$ cat config.mk
export PLATFORM = sky130hd
export DESIGN_NAME = pmu_bus_arbiter
export DESIGN_NICKNAME = d
export VERILOG_FILES = /design/src/rtl/pmu_bus_arbiter.sv
export SDC_FILE = /design/constraint.sdc
export NUM_CORES = 1
export LEC_CHECK = 0
export ABC_AREA = 0
export CAP_MARGIN = 20
export CORE_AREA = 2 2 122 124
export CTS_BUF_LIST = sky130_fd_sc_hd__clkbuf_8
export CTS_CLUSTER_SIZE = 40
export DETAILED_ROUTE_END_ITERATION = 7
export DIE_AREA = 0 0 124 126
export DONT_BUFFER_PORTS = 1
export GPL_TIMING_DRIVEN = 0
export SYNTH_ARGS = -nofsm -noshare
export SYNTH_HDL_FRONTEND = slang
export SYNTH_SLANG_ARGS = --single-unit
export TNS_END_PERCENT = 50
$ cat constraint.sdc
create_clock -name clk -period 2.5 [get_ports clk]
set_clock_uncertainty 0.2 [all_clocks]
set_input_delay 0.5 -clock clk [delete_from_list [all_inputs] [get_ports clk]]
set_output_delay 0.5 -clock clk [all_outputs]
set_load 0.05 [all_outputs]
$ cat src/rtl/pmu_bus_arbiter.sv
// Two-master round-robin arbiter in front of a single counter slave.
// Each transfer runs IDLE -> GRANT -> RESP and ends in a ready pulse, an err pulse on timeout, or an abort.
module pmu_bus_arbiter #(
    parameter int WORD_SIZE    = 32,
    parameter int WHISBONE_ADR = 32,
    parameter int TIMEOUT      = 16
) (
    input  logic                    clk,
    input  logic                    rst,
    input  logic                    m0_valid_i,
    input  logic                    m0_we_i,
    input  logic [3:0]              m0_wstrb_i,
    input  logic [WORD_SIZE-1:0]    m0_wdata_i,
    input  logic [WHISBONE_ADR-1:0] m0_adr_i,
    output logic                    m0_ready_o,
    output logic                    m0_err_o,
    output logic [WORD_SIZE-1:0]    m0_rdata_o,
    input  logic                    m1_valid_i,
    input  logic                    m1_we_i,
    input  logic [3:0]              m1_wstrb_i,
    input  logic [WORD_SIZE-1:0]    m1_wdata_i,
    input  logic [WHISBONE_ADR-1:0] m1_adr_i,
    output logic                    m1_ready_o,
    output logic                    m1_err_o,
    output logic [WORD_SIZE-1:0]    m1_rdata_o,
    output logic                    s_valid_o,
    output logic                    s_we_o,
    output logic [3:0]              s_wstrb_o,
    output logic [WORD_SIZE-1:0]    s_wdata_o,
    output logic [WHISBONE_ADR-1:0] s_adr_o,
    input  logic                    s_ready_i,
    input  logic [WORD_SIZE-1:0]    s_rdata_i
);

    typedef enum logic [1:0] {IDLE, GRANT, RESP} state_t;

    state_t                  state, state_nx;
    logic [7:0]              wait_cnt, wait_cnt_nx;
    logic                    last_grant, last_grant_nx;
    logic                    grantee, grantee_nx;
    logic                    pick;
    logic                    cur_valid;

    logic                    s_valid_nx, s_we_nx;
    logic [3:0]              s_wstrb_nx;
    logic [WORD_SIZE-1:0]    s_wdata_nx;
    logic [WHISBONE_ADR-1:0] s_adr_nx;
    logic                    m0_ready_nx, m0_err_nx, m1_ready_nx, m1_err_nx;
    logic [WORD_SIZE-1:0]    m0_rdata_nx, m1_rdata_nx;

    // On a tie the master that did not win last time gets the bus.
    assign pick      = (m0_valid_i && m1_valid_i) ? ~last_grant : m1_valid_i;
    assign cur_valid = grantee ? m1_valid_i : m0_valid_i;

    always_comb begin
        state_nx      = state;
        wait_cnt_nx   = wait_cnt;
        last_grant_nx = last_grant;
        grantee_nx    = grantee;
        s_valid_nx    = s_valid_o;
        s_we_nx       = s_we_o;
        s_wstrb_nx    = s_wstrb_o;
        s_wdata_nx    = s_wdata_o;
        s_adr_nx      = s_adr_o;
        m0_ready_nx   = 1'b0;
        m0_err_nx     = 1'b0;
        m1_ready_nx   = 1'b0;
        m1_err_nx     = 1'b0;
        m0_rdata_nx   = m0_rdata_o;
        m1_rdata_nx   = m1_rdata_o;

        case (state)
            IDLE: begin
                if (m0_valid_i || m1_valid_i) begin
                    grantee_nx    = pick;
                    last_grant_nx = pick;
                    s_valid_nx    = 1'b1;
                    s_we_nx       = pick ? m1_we_i    : m0_we_i;
                    s_wstrb_nx    = pick ? m1_wstrb_i : m0_wstrb_i;
                    s_wdata_nx    = pick ? m1_wdata_i : m0_wdata_i;
                    s_adr_nx      = pick ? m1_adr_i   : m0_adr_i;
                    wait_cnt_nx   = 8'd0;
                    state_nx      = GRANT;
                end
            end
            GRANT: begin
                if (wait_cnt != 8'hFF)
                    wait_cnt_nx = wait_cnt + 8'd1;
                // A ready seen at count zero is left over from the previous transfer.
                if (!cur_valid) begin
                    s_valid_nx = 1'b0;
                    state_nx   = RESP;
                end else if (wait_cnt != 8'd0 && s_ready_i) begin
                    s_valid_nx = 1'b0;
                    state_nx   = RESP;
                    if (grantee) begin
                        m1_ready_nx = 1'b1;
                        if (!s_we_o) m1_rdata_nx = s_rdata_i;
                    end else begin
                        m0_ready_nx = 1'b1;
                        if (!s_we_o) m0_rdata_nx = s_rdata_i;
                    end
                end else if (wait_cnt == 8'(TIMEOUT - 1)) begin
                    s_valid_nx = 1'b0;
                    state_nx   = RESP;
                    if (grantee) begin
                        m1_ready_nx = 1'b1;
                        m1_err_nx   = 1'b1;
                        if (!s_we_o) m1_rdata_nx = '0;
                    end else begin
                        m0_ready_nx = 1'b1;
                        m0_err_nx   = 1'b1;
                        if (!s_we_o) m0_rdata_nx = '0;
                    end
                end
            end
            RESP:    state_nx = IDLE;
            default: state_nx = IDLE;
        endcase
    end

    always_ff @(posedge clk) begin
        if (rst) begin
            state      <= IDLE;
            wait_cnt   <= 8'd0;
            last_grant <= 1'b1;
            grantee    <= 1'b0;
            s_valid_o  <= 1'b0;
            s_we_o     <= 1'b0;
            s_wstrb_o  <= '0;
            s_wdata_o  <= '0;
            s_adr_o    <= '0;
            m0_ready_o <= 1'b0;
            m0_err_o   <= 1'b0;
            m1_ready_o <= 1'b0;
            m1_err_o   <= 1'b0;
            m0_rdata_o <= '0;
            m1_rdata_o <= '0;
        end else begin
            state      <= state_nx;
            wait_cnt   <= wait_cnt_nx;
            last_grant <= last_grant_nx;
            grantee    <= grantee_nx;
            s_valid_o  <= s_valid_nx;
            s_we_o     <= s_we_nx;
            s_wstrb_o  <= s_wstrb_nx;
            s_wdata_o  <= s_wdata_nx;
            s_adr_o    <= s_adr_nx;
            m0_ready_o <= m0_ready_nx;
            m0_err_o   <= m0_err_nx;
            m1_ready_o <= m1_ready_nx;
            m1_err_o   <= m1_err_nx;
            m0_rdata_o <= m0_rdata_nx;
            m1_rdata_o <= m1_rdata_nx;
        end
    end

endmodule

Word-level counts from Yosys, hierarchy flattened
Index checks and enable logic that the tools add are counted.
- output and inout bits: 138
- bits in latches: 0
- RAM bits: 0
- input port bits: 175
- register bits: 150
- memories: 0
- bits in read-only memories: 0
- word-level logic and storage cells: 81
- bitwise operators: 3
- shift operators: 0
- muxes and demuxes: 35
- equality and inequality tests: 12
- $add $sub $neg: 1
- multiply operators: 0
- $lt $le $gt $ge: 0
- reduce and logical (&&, ||, !) cells: 15
- div/mod/pow operators: 0
- operators by type and width (kind ; number):
    32-bit two-way mux ; 12
    8-bit two-way mux ; 2
    2-bit inequality test, second input constant ; 8
    8-bit one-hot mux with 2 select lines ; 1
    7-bit AND reduction ; 2
    1-bit two-way mux ; 13
    8-bit by 1-bit adder with 8-bit output, second input constant ; 1
    8-bit by 4-bit == test with 1-bit output, second input constant ; 1
    2-bit two-way mux ; 4
    8-bit inequality test, second input constant ; 1
    8-bit nonzero test ; 1
    3-bit AND reduction ; 2
    4-bit two-way mux ; 1
    4-bit inequality test, second input constant ; 1
    2-bit one-hot mux with 2 select lines ; 1
    2-bit AND reduction ; 2
    2-bit nonzero test ; 2
    4-bit OR reduction ; 1
    1-bit NOT ; 3
    3-bit OR reduction ; 1
    2-bit by 1-bit == test with 1-bit output, second input constant ; 1
    1-bit logical AND ; 2
    2-bit zero test ; 1
    1-bit one-hot mux with 2 select lines ; 1
    1-bit logical OR ; 1

Depth between registers and ports, before layout
- word-level depth: 5
- mapped depth: 7
- depth with buffers taken out: 6

Worst setup path before layout
Ideal clock, no wire load.
- path type: reg-to-reg
- start: reg s_we_o
- end: reg m0_rdata_o[0]
- stages on the path, launching flop included: 6
- setup slack: 0.381 ns
- arrival: 1.802 ns
- library setup time: 0.117 ns
- data required time: 2.183 ns
- cells stage by stage: dfxtp_1 > or3b_4 > a2111oi_1 > nor3_2 > buf_6 > a22o_1
- longest elaborated chain between the ends: 2
- ends and longest elaborated chain (item ; RTL line ; text):
    from (decl) ; 27 ; output logic s_we_o,
    from (signal assigned) ; 145 ; s_we_o <= s_we_nx;
    2-bit inequality test (no source line) ; -- ;
    7-bit AND reduction (no source line) * ; -- ;
    to (signal assigned) ; 153 ; m0_rdata_o <= m0_rdata_nx;
    to (decl) ; 17 ; output logic [WORD_SIZE-1:0] m0_rdata_o,
Every way passes the cells marked *; elsewhere a longest branch is shown, timed or not.
A chain may end at the register's enable or synchronous reset.

Worst setup path in the final report
- start: reg wait_cnt[0]
- end: reg m0_rdata_o[23]
- longest elaborated chain between the ends: 4
- ends and longest elaborated chain (item ; RTL line ; text):
    from (decl) ; 38 ; logic [7:0] wait_cnt, wait_cnt_nx;
    from (signal assigned) ; 141 ; wait_cnt <= wait_cnt_nx;
    8-bit nonzero test ; 93 ; end else if (wait_cnt != 8'd0 && s_ready_i) begin
    1-bit logical AND ; 93 ;
    2-bit inequality test (no source line) / 2-bit nonzero test (equally long branches) ; -- ;
    7-bit AND reduction (no source line) ; -- ;
Parallel ways exist; a longest one is shown, timed or not.

==> results.py <==
metrics = {
    "run_status": {
        "status": "completed",
    },
    "global_route": {
        "grt.met1_usage": 0.219,
        "grt_max_degree": 17,
        "grt_antenna_before_repair": 0,
        "use_met3": 0.0616,
        "gr-usage-met2": 0.379,
        "grt_pass1_vias": 4600,
        "grt_pass1_wl_mm": 24.6,
        "top_usage_layer": "met2",
        "track_usage": 0.206,
        "grt-ovfl-total": 0,
    },
    "worst_setup_path": {
        "r2r_setup_slack_ns": 0.20,
        "critPathTopFamily": "simple AND/OR/NAND/NOR gates",
        "reg2reg_to": "m0_rdata_o[23]",
        "ff2ff_path_depth": 7,
        "crit_arrival_ns": 2.47,
        "criticalPathCategory": "reg2reg",
        "rr_startpoint": "wait_cnt[0]",
        "crit_fanout": 10,
        "cp.buffers_inverters": 2,
        "critPathRequiredTime_ns": 2.67,
        "startpoint_type": "flop",
        "slowest_stage": "nor3_2",
        "endpoint_kind": "flop",
        "crit_path_cell_trace": "inv_1, ha_1, nor3b_1, a21o_1, nor3_2, buf_2, a22o_1",
        "cp_slowest_stage_delay_ns": 0.42,
    },
    "drt": {
        "dr.pass1.iters": 4,
        "via_count": 4547,
        "avgViaCountPerCell": 5.66,
        "finalWirelength_mm": 16.6,
        "final_antenna_net_count": 0,
        "drc": 0,
        "drt_iter0_markers": 163,
        "post_drt_wl_per_cell_um": 20.7,
    },
    "synthesis": {
        "yosysSeqAreaShare": 0.512,
        "netlist.area_leader.share": 0.512,
        "avgSynthCellArea_um2": 10.6,
        "synth.area.top_cells": "dfxtp_1 51%, mux2i_1 12%, a22o_1 9.3%",
        "synth_edf_count": 0,
        "yosys_warnings": 0,
        "synth-async-reset-ratio": 0,
        "synth_ff_type": "dfxtp_1",
        "synthTopCellsByCount": "150 x dfxtp_1, 76 x nor2_1, 71 x a211oi_1, 69 x mux2i_1, 62 x a22o_1",
        "yosysTopAreaCell": "dfxtp_1",
        "synthMostInstantiatedCell": "dfxtp_1",
        "ys_ff_latch": 150,
        "ys_types": 47,
        "synth_nets": 731,
        "syn_area_mm2": 0.00587,
        "synthCells": 554,
    },
    "timing": {
        "slew_viol_final": 0,
        "fmaxAchievable_ghz": 0.435,
        "period_share": 0.919,
        "slew_headroom": 0.570,
        "whs_ns": 0.0365,
        "finalSetupViolations": 0,
        "rsz0062_at_grt": "true",
        "finalCriticalPeriod_ns": 2.30,
        "hold_viol_final": 0,
        "tightestPinTransition_ns": 0.644,
        "setup_ws_ns": 0.203,
    },
    "clock_network": {
        "path_clk_slew_ns": 0.09,
        "cts_root_buffer": "clkbuf_8",
        "cts_tree": "done",
        "clock_sinks": 150,
        "clk_latency_ns": 0.44,
        "cts_setup_buffers": 0,
        "clock_path_buffers": 2,
        "numCtsBuffers": 17,
        "cts_max_level": 4,
    },
    "pwr": {
        "vdd_drop_max_mv": 0.423,
        "powerDensity_mw_per_mm2": 887,
        "power.leakage_nw": 2.63,
    },
    "cells_and_area": {
        "antenna_cells": 0,
        "drive_above_1_share": 0.116,
        "area_delta_synth_final_pct": 17.5,
        "fillers": 1359,
        "fin_nets": 783,
        "final_area_mm2": 0.00689,
    },
    "place": {
        "place_area_mm2": 0.00610,
        "preCtsSetupSlack_ns": -0.0291,
        "gp_congestion": 0.809,
        "port_buffers": 0,
        "hpwl_mm": 12.5,
    },
    "hold_path": {
        "holdPathStages": 2,
        "hp-class": "in2reg",
        "min-delay-start": "m1_valid_i",
        "hold_end": "last_grant",
    },
    "die": {
        "start_util": 0.410,
        "fp.dieArea_mm2": 0.0156,
        "rows": 44,
        "ios": 313,
        "core_mm2": 0.0143,
        "die_x_um": 124,
        "dieHeight_um": 126,
    },
    "flow_run": {
        "max_cap_violations": 0,
    },
}
-- power breakdown --
part / internal (mW) / switching [mW]
Combinational: 0.290 / 0.419
Clock: 1.07 / 1.02
Sequential: 2.57 / 0.749
-- cells by family after synthesis --
logic type      after synthesis  share of synthesized area
flops                       150                      0.512
mux                          69                      0.118
fa+ha+maj                     2                    0.00426
simple gates                124                      0.106
buf+inv                      50                     0.0446
compound gates              159                      0.216
-- repair_timing --
| item | in CTS | in global routing |
|---|---|---|
| hold buffers | 33 | 0 |
| hold endpoints to repair | 66 | 0 |
| setup endpoints to repair | 30 | 43 |
| cloned | 0 | 0 |
| resized for setup | 1 | 6 |
-- metrics by stage --
stage	setup TNS, ns	power [mW]	utilization	cells
2_1_floorplan	0	3.83	-	554
3_3_place_gp	0	4.01	0.426	738
3_5_place_dp	-0.224	4.04	0.426	738
4_1_cts	0	6.17	0.481	803
5_1_grt	-0.00462	6.38	0.482	803
6_report	0	6.12	0.482	803
-- layer usage --
metal,share of wire,up-vias
li1,-,2181
met1,0.37,2125
met2,0.52,219
met3,0.091,22
met4,0.019,0
met5,0,-
-- state kept, by name, summed over array words and instances (netlist names) --
signal      cells
m0_rdata_o     32
m1_rdata_o     32
s_adr_o        32
s_wdata_o      32
wait_cnt        8
s_wstrb_o       4
state           2
grantee         1
last_grant      1
m0_err_o        1
m0_ready_o      1
m1_err_o        1
m1_ready_o      1
s_valid_o       1
s_we_o          1
-- how the worst max path moves through the flow --
stage / startpoint / end / slack, ns / cells past startpoint
after floorplan: s_we_o / m0_rdata_o[0] / 0.38 / 5
after global placement: wait_cnt[0] / m0_rdata_o[21] / 0.11 / 7
after detailed placement: wait_cnt[0] / m0_rdata_o[24] / -0.03 / 7
after CTS: s_we_o / m0_rdata_o[24] / 0.06 / 5
after global routing: state[1] / s_adr_o[22] / -0.003 / 6
final: wait_cnt[0] / m0_rdata_o[23] / 0.20 / 7
-- layout by cell type (no fill, tap or decap), types with 4 or more instances in the layout --
master           n
dlygate4sd3_1   33
clkbuf_1        17
buf_1            5
nand3_1          6
buf_2           17
dfxtp_1        149
inv_6            4
clkbuf_8        18
nor3_2           4
inv_8            5
nand2_1          7
mux2i_1         69
a21oi_1          6
nor3_1           5
a211oi_1        71
nor2_1          76
buf_6            7
a22o_1          62
-- layout make-up --
cell class | count | area, µm² | share of cell area
sequential | 150 | 3000 | 0.436
clock buffer | 18 | 248 | 0.0359
tap | 184 | 230 | 0.0334
timing repair buffer | 33 | 330 | 0.0479
inverter | 3 | 11.3 | 0.00163
clock inverter | 14 | 205 | 0.0298
multi-input combinational | 354 | 2610 | 0.379
buffer | 47 | 251 | 0.0365
No activity file was read; power rests on OpenSTA's default activity.
